$ cat src/rtl/nibble_block_packer_if.sv
// Bus bundle between the nibble packer, the receive/transmit RAMs and the cipher core.
// master = packer side, slave = RAM/cipher side.
interface nibble_block_packer_if #(
  parameter int RAM_BLOCKS = 8
);
  localparam int SW = $clog2(RAM_BLOCKS);

  logic          istart;
  logic [SW-1:0] osel_ram;
  logic [9:0]    oraddr;
  logic [3:0]    irdata;
  logic [9:0]    owaddr;
  logic [3:0]    owdata;
  logic          owrite_en;
  logic [63:0]   oblock;
  logic          oblock_valid;
  logic [63:0]   iblock;
  logic          iblock_valid;
  logic          obusy;
  logic          odone;

  modport master (
    input  istart, irdata, iblock, iblock_valid,
    output osel_ram, oraddr, owaddr, owdata, owrite_en,
           oblock, oblock_valid, obusy, odone
  );

  modport slave (
    output istart, irdata, iblock, iblock_valid,
    input  osel_ram, oraddr, owaddr, owdata, owrite_en,
           oblock, oblock_valid, obusy, odone
  );
endinterface

$ cat src/rtl/nibble_block_packer.sv
// Reads every receive-RAM block as 4-bit nibbles, packs 16 into a 64-bit word for the
// cipher, and writes the result back nibble-by-nibble to the same transmit-RAM location.
module nibble_block_packer #(
  parameter int RAM_BLOCKS = 8
) (
  input  logic                  iclk,
  input  logic                  irst_n,
  nibble_block_packer_if.master bus
);
  localparam int SW = $clog2(RAM_BLOCKS);
  localparam logic [SW-1:0] BLK_LAST = SW'(RAM_BLOCKS - 1);

  typedef enum logic [2:0] {
    S_IDLE, S_LOAD, S_CIPHER, S_STORE, S_NEXT, S_DONE
  } state_t;

  state_t        state;
  logic [5:0]    word;
  logic [4:0]    nib;
  logic [SW-1:0] blk;
  logic [9:0]    raddr, waddr;
  logic [3:0]    wdata;
  logic          wen, pvld, busy, done;
  logic [63:0]   pack, unpack;

  always_ff @(posedge iclk or negedge irst_n) begin
    if (!irst_n) begin
      state  <= S_IDLE;
      word   <= '0;
      nib    <= '0;
      blk    <= '0;
      raddr  <= '0;
      waddr  <= '0;
      wdata  <= '0;
      wen    <= 1'b0;
      pvld   <= 1'b0;
      busy   <= 1'b0;
      done   <= 1'b0;
      pack   <= '0;
      unpack <= '0;
    end else begin
      pvld <= 1'b0;
      done <= 1'b0;
      case (state)
        S_IDLE: begin
          if (bus.istart) begin
            state <= S_LOAD;
            word  <= '0;
            blk   <= '0;
            nib   <= '0;
            raddr <= '0;
            busy  <= 1'b1;
          end
        end
        // RAM data lags the address by one cycle, so shifting runs on nib 1..16
        S_LOAD: begin
          if (nib != 5'd0) pack <= {pack[59:0], bus.irdata};
          if (nib < 5'd15) raddr <= {word, nib[3:0] + 4'd1};
          if (nib == 5'd16) begin
            state <= S_CIPHER;
            pvld  <= 1'b1;
          end else begin
            nib <= nib + 5'd1;
          end
        end
        S_CIPHER: begin
          if (bus.iblock_valid) begin
            wdata  <= bus.iblock[63:60];
            unpack <= {bus.iblock[59:0], 4'h0};
            waddr  <= {word, 4'h0};
            wen    <= 1'b1;
            nib    <= '0;
            state  <= S_STORE;
          end
        end
        S_STORE: begin
          if (nib == 5'd15) begin
            wen   <= 1'b0;
            state <= S_NEXT;
          end else begin
            nib    <= nib + 5'd1;
            waddr  <= {word, nib[3:0] + 4'd1};
            wdata  <= unpack[63:60];
            unpack <= {unpack[59:0], 4'h0};
          end
        end
        // Block select moves only here, so the new block is first seen by the next LOAD
        S_NEXT: begin
          nib <= '0;
          if (word != 6'd63) begin
            word  <= word + 6'd1;
            raddr <= {word + 6'd1, 4'h0};
            state <= S_LOAD;
          end else if (blk != BLK_LAST) begin
            blk   <= blk + SW'(1);
            word  <= '0;
            raddr <= '0;
            state <= S_LOAD;
          end else begin
            done  <= 1'b1;
            state <= S_DONE;
          end
        end
        S_DONE: begin
          blk   <= '0;
          word  <= '0;
          busy  <= 1'b0;
          state <= S_IDLE;
        end
        default: state <= S_IDLE;
      endcase
    end
  end

  assign bus.osel_ram     = blk;
  assign bus.oraddr       = raddr;
  assign bus.owaddr       = waddr;
  assign bus.owdata       = wdata;
  assign bus.owrite_en    = wen;
  assign bus.oblock       = pack;
  assign bus.oblock_valid = pvld;
  assign bus.obusy        = busy;
  assign bus.odone        = done;
endmodule

$ cat src/flat_wrapper.sv
// flat-port wrapper written by rule: the top's interface ports become plain ports
module nibble_block_packer_flat 
#(
  parameter int RAM_BLOCKS = 8
)
  (iclk, irst_n, bus_istart, bus_irdata, bus_iblock, bus_iblock_valid, bus_osel_ram, bus_oraddr, bus_owaddr, bus_owdata, bus_owrite_en, bus_oblock, bus_oblock_valid, bus_obusy, bus_odone);
  nibble_block_packer_if #(.RAM_BLOCKS(RAM_BLOCKS)) bus_i ();
  input  logic iclk;
  input  logic irst_n;
  input wire logic [$bits(bus_i.istart)-1:0] bus_istart;
  input wire logic [$bits(bus_i.irdata)-1:0] bus_irdata;
  input wire logic [$bits(bus_i.iblock)-1:0] bus_iblock;
  input wire logic [$bits(bus_i.iblock_valid)-1:0] bus_iblock_valid;
  output wire logic [$bits(bus_i.osel_ram)-1:0] bus_osel_ram;
  output wire logic [$bits(bus_i.oraddr)-1:0] bus_oraddr;
  output wire logic [$bits(bus_i.owaddr)-1:0] bus_owaddr;
  output wire logic [$bits(bus_i.owdata)-1:0] bus_owdata;
  output wire logic [$bits(bus_i.owrite_en)-1:0] bus_owrite_en;
  output wire logic [$bits(bus_i.oblock)-1:0] bus_oblock;
  output wire logic [$bits(bus_i.oblock_valid)-1:0] bus_oblock_valid;
  output wire logic [$bits(bus_i.obusy)-1:0] bus_obusy;
  output wire logic [$bits(bus_i.odone)-1:0] bus_odone;
  assign bus_i.istart = bus_istart;
  assign bus_i.irdata = bus_irdata;
  assign bus_i.iblock = bus_iblock;
  assign bus_i.iblock_valid = bus_iblock_valid;
  assign bus_osel_ram = bus_i.osel_ram;
  assign bus_oraddr = bus_i.oraddr;
  assign bus_owaddr = bus_i.owaddr;
  assign bus_owdata = bus_i.owdata;
  assign bus_owrite_en = bus_i.owrite_en;
  assign bus_oblock = bus_i.oblock;
  assign bus_oblock_valid = bus_i.oblock_valid;
  assign bus_obusy = bus_i.obusy;
  assign bus_odone = bus_i.odone;
  nibble_block_packer #(.RAM_BLOCKS(RAM_BLOCKS)) u_core (.iclk(iclk), .irst_n(irst_n), .bus(bus_i));
endmodule
$ cat config.mk
export PLATFORM = sky130hd
export DESIGN_NAME = nibble_block_packer_flat
export DESIGN_NICKNAME = d
export VERILOG_FILES = /design/src/rtl/nibble_block_packer_if.sv /design/src/rtl/nibble_block_packer.sv /design/src/flat_wrapper.sv
export SDC_FILE = /design/constraint.sdc
export NUM_CORES = 1
export LEC_CHECK = 0
export BUFFER_PORTS_ARGS = -buffer_cell sky130_fd_sc_hd__buf_4
export CAP_MARGIN = 20
export CORE_MARGIN = 3
export CORE_UTILIZATION = 54
export DETAILED_ROUTE_END_ITERATION = 10
export PLACE_DENSITY = 0.78
export SLEW_MARGIN = 20
export SYNTH_ARGS = -nofsm -noshare
export SYNTH_HDL_FRONTEND = slang
export SYNTH_SLANG_ARGS = --single-unit
$ cat constraint.sdc
create_clock -name iclk -period 2.55 [get_ports iclk]
set_input_delay 0.255 -clock iclk [delete_from_list [all_inputs] [get_ports iclk]]
set_output_delay 0.255 -clock iclk [all_outputs]
set_load 0.02 [all_outputs]
==> run summary <==
Hold EP: u_core.unpack[6]
Sinks on Clock Net: 169
Routed wire length: 15900 um
Syn avg cell area: 12.6 um^2
HP Class: input pin to register
Total core area: 13000 um^2
Ys Warns: 0
Netlist Area Pre-Place: 7340 um^2
Highest attainable clock frequency: 432 MHz
Worst setup SP type: register
Die Footprint: 15000 um^2
Max IR drop VDD: 0.000856 V
Clk_skew: 0.00912 ns
# diodes: 0
Initial antenna violation count: 0
Setup CP Type: register to register
Register area: 4230 um^2
First-pass GRT wire length: 25700 um
CTS root buf: clkbuf_16
CTS tree: built
Worst reg2reg path depth: 7
R2R Path End: u_core.unpack[33]
Post-route cell area: 9410 um^2
Total grt overflow: 0
Setup WS pre-CTS: 0.261 ns
R2r setup slk: 0.24 ns
Crit end category: register
Clk buf depth: 2
Fin. max-slew vios: 0
Via count: 4985
RSZ-0062 raised after global routing: false
Antenna-violating nets left: 0
I/O pin count: 167
Worst hold path cell count: 2
Final Setup Violations: 0
Syn nets: 659
Largest net degree at the start of global routing: 87
# rows: 41
Netlist cell types: 48
Fillers: 923
Worst Path Arrival: 2.59 ns
Chip Width: 123 um
Final min period: 2.31 ns
DRC errors left: 0
Die H: 123 um
I/O Buffers: 166
Fin util: 72.5%
Share of layout cells above drive strength 1: 40.0%
Placed instance count: 901
Reg2reg start: u_core.nib[0]
Via/cell ratio: 5.34
Status: complete, no violations
Starting Density: 56.6%
Register area share after synthesis: 57.6%
Max_cap viols: 0
Slew @ Worst Pin: 0.832 ns
PwrDens: 1400 nW/um^2
Post-synth top flop: dfrtp_1
WL per Instance: 17.0 um
CTS buffer count: 17
Post-synth EDFFs: 0
WHS: 0.0762 ns
Rel. slew slack: 44.5%
Worst-path clk slew: 0.06 ns
RD Place Congestion: 0.937
Final #Nets: 827
Min setup slack post-route: 0.238 ns
Cell Count, Final, Fillers Out: 934
Hold Crit Start: bus_iblock[2]
PostCTS Resize Cnt: 0
Placed cell area: 8780 um^2
First drt pass iteration count: 4
Post-DP HPWL: 11100 um
CTS H-tree lvls: 4
Post-Route Setup TNS: 0 ns
Synth async-reset ratio: 100%
Total power: 13.2 mW
Clk Latency, worst-skew pair: 0.41 ns
Static Leakage: 4.55 nW
Area Overhead vs Synth: 28.2%
Vias in the first global route: 5181
Total GRT Usage: 22.1%
Fin. Hold Viols: 0
Synthesized instance count: 581
Number of synthesized register bits: 169
1st-iter DRT viols: 327
Hold Buf Count CTS: 1
Post-CTS Setup Bufs: 0
Crit path required time: 2.83 ns
Crit share post-route: 90.7%
Area of the multi-input gates: 2880 um^2
Critical-path maximum fanout: 62
==> placed cells by master, fill, tap and decap left out, types with 2 or more instances in the layout <==
cell | Yosys | final
mux2i_1 | 65 | 65
and4bb_2 | 2 | 2
clkbuf_1 | 6 | 2
bufinv_16 | 0 | 2
nand3_1 | 6 | 6
nor2_1 | 10 | 10
a21bo_2 | 2 | 2
o21ai_0 | 67 | 67
clkbuf_16 | 0 | 17
dfrtp_1 | 169 | 169
clkinvlp_4 | 0 | 2
buf_12 | 0 | 6
buf_4 | 7 | 172
ha_1 | 6 | 6
nor3_1 | 2 | 2
nand4_1 | 3 | 3
o211ai_1 | 3 | 3
inv_1 | 9 | 9
xor2_1 | 3 | 3
a21oi_1 | 5 | 5
mux2_2 | 81 | 81
clkbuf_8 | 0 | 8
a22o_1 | 11 | 11
nand2_1 | 76 | 75
nand2b_1 | 4 | 4
==> kinds of logic after synthesis <==
group	share of synthesized area, %
compound gates	8.26
fa+ha+maj	1.02
buf+inv	3.39
simple gates	7.82
mux	21.4
flops	57.6
xor+xnor	0.477
==> metal layers <==
metal	routed length [um]	GRT usage [%]	vias to the layer above	share of wire, %
met5	0	0	-	0
met4	185	7.21	0	1.2
met3	743	4.29	13	4.7
met2	8100	37.2	135	51
met1	6890	28.9	2447	43
li1	-	-	2390	-
==> how the worst max path moves through the flow <==
stage / from / to / slack (ns) / depth (start not counted)
5_1_grt: u_core.nib[0] / u_core.unpack[31] / 0.06 / 8
6_report: u_core.nib[0] / u_core.unpack[33] / 0.24 / 7
3_3_place_gp: u_core.nib[0] / u_core.unpack[43] / 0.37 / 7
2_1_floorplan: u_core.nib[0] / u_core.bus.owaddr[4] / 0.43 / 7
3_5_place_dp: u_core.nib[0] / u_core.unpack[34] / 0.26 / 7
4_1_cts: u_core.nib[0] / u_core.unpack[33] / 0.25 / 7
==> flip-flops by register name (all words and copies together), names as in the netlist <==
name,count
u_core.unpack,60
u_core.bus.odone,1
u_core.bus.owrite_en,1
u_core.bus.obusy,1
u_core.nib,5
u_core.bus.owdata,4
u_core.bus.oblock_valid,1
u_core.state,3
u_core.bus.owaddr,10
u_core.word,6
u_core.bus.osel_ram,3
u_core.bus.oraddr,10
u_core.bus.oblock,64
==> synth_stat cells, types with 2 or more instances <==
master	n	area, um^2
ha_1	6	75.1
o211ai_1	3	22.5
nand2b_1	4	25.0
buf_2	10	50.1
nand3_1	6	30.0
nor2_1	10	37.5
nand2_1	76	285
o21ai_0	67	335
buf_6	8	90.1
mux2_2	81	912
inv_1	9	33.8
and4bb_2	2	25.0
nand4_1	3	18.8
a22o_1	11	96.3
nor3_1	2	10.0
a21oi_1	5	25.0
xor2_1	3	26.3
dfrtp_1	169	4230
mux2i_1	65	651
clkbuf_1	6	22.5
a21bo_2	2	20.0
buf_4	7	52.6
==> power breakdown <==
part	switching, mW	leakage, nW	internal, mW
logic	3.02	2.16	2.81
registers	0.845	2.09	3.89
clock network	0.983	0.302	1.65
==> worst max-delay path, cell delays in order (launching register included) <==
cell	delay (ns)
dfrtp_1	0.46
ha_1	0.25
and3_1	0.17
ha_1	0.21
and4bb_2	0.29
nor2_4	0.37
buf_12	0.28
o21ai_0	0.14
==> final cells by class <==
type	count	share of cell area, %
clock inverters	5	0.851
clock buffers	27	5.77
multi-input cells	372	30.6
repair buffers	180	15.2
well taps	172	2.29
inverters	9	0.359
flip-flops and latches	169	44.9
(Power assumes the default switching activity.)
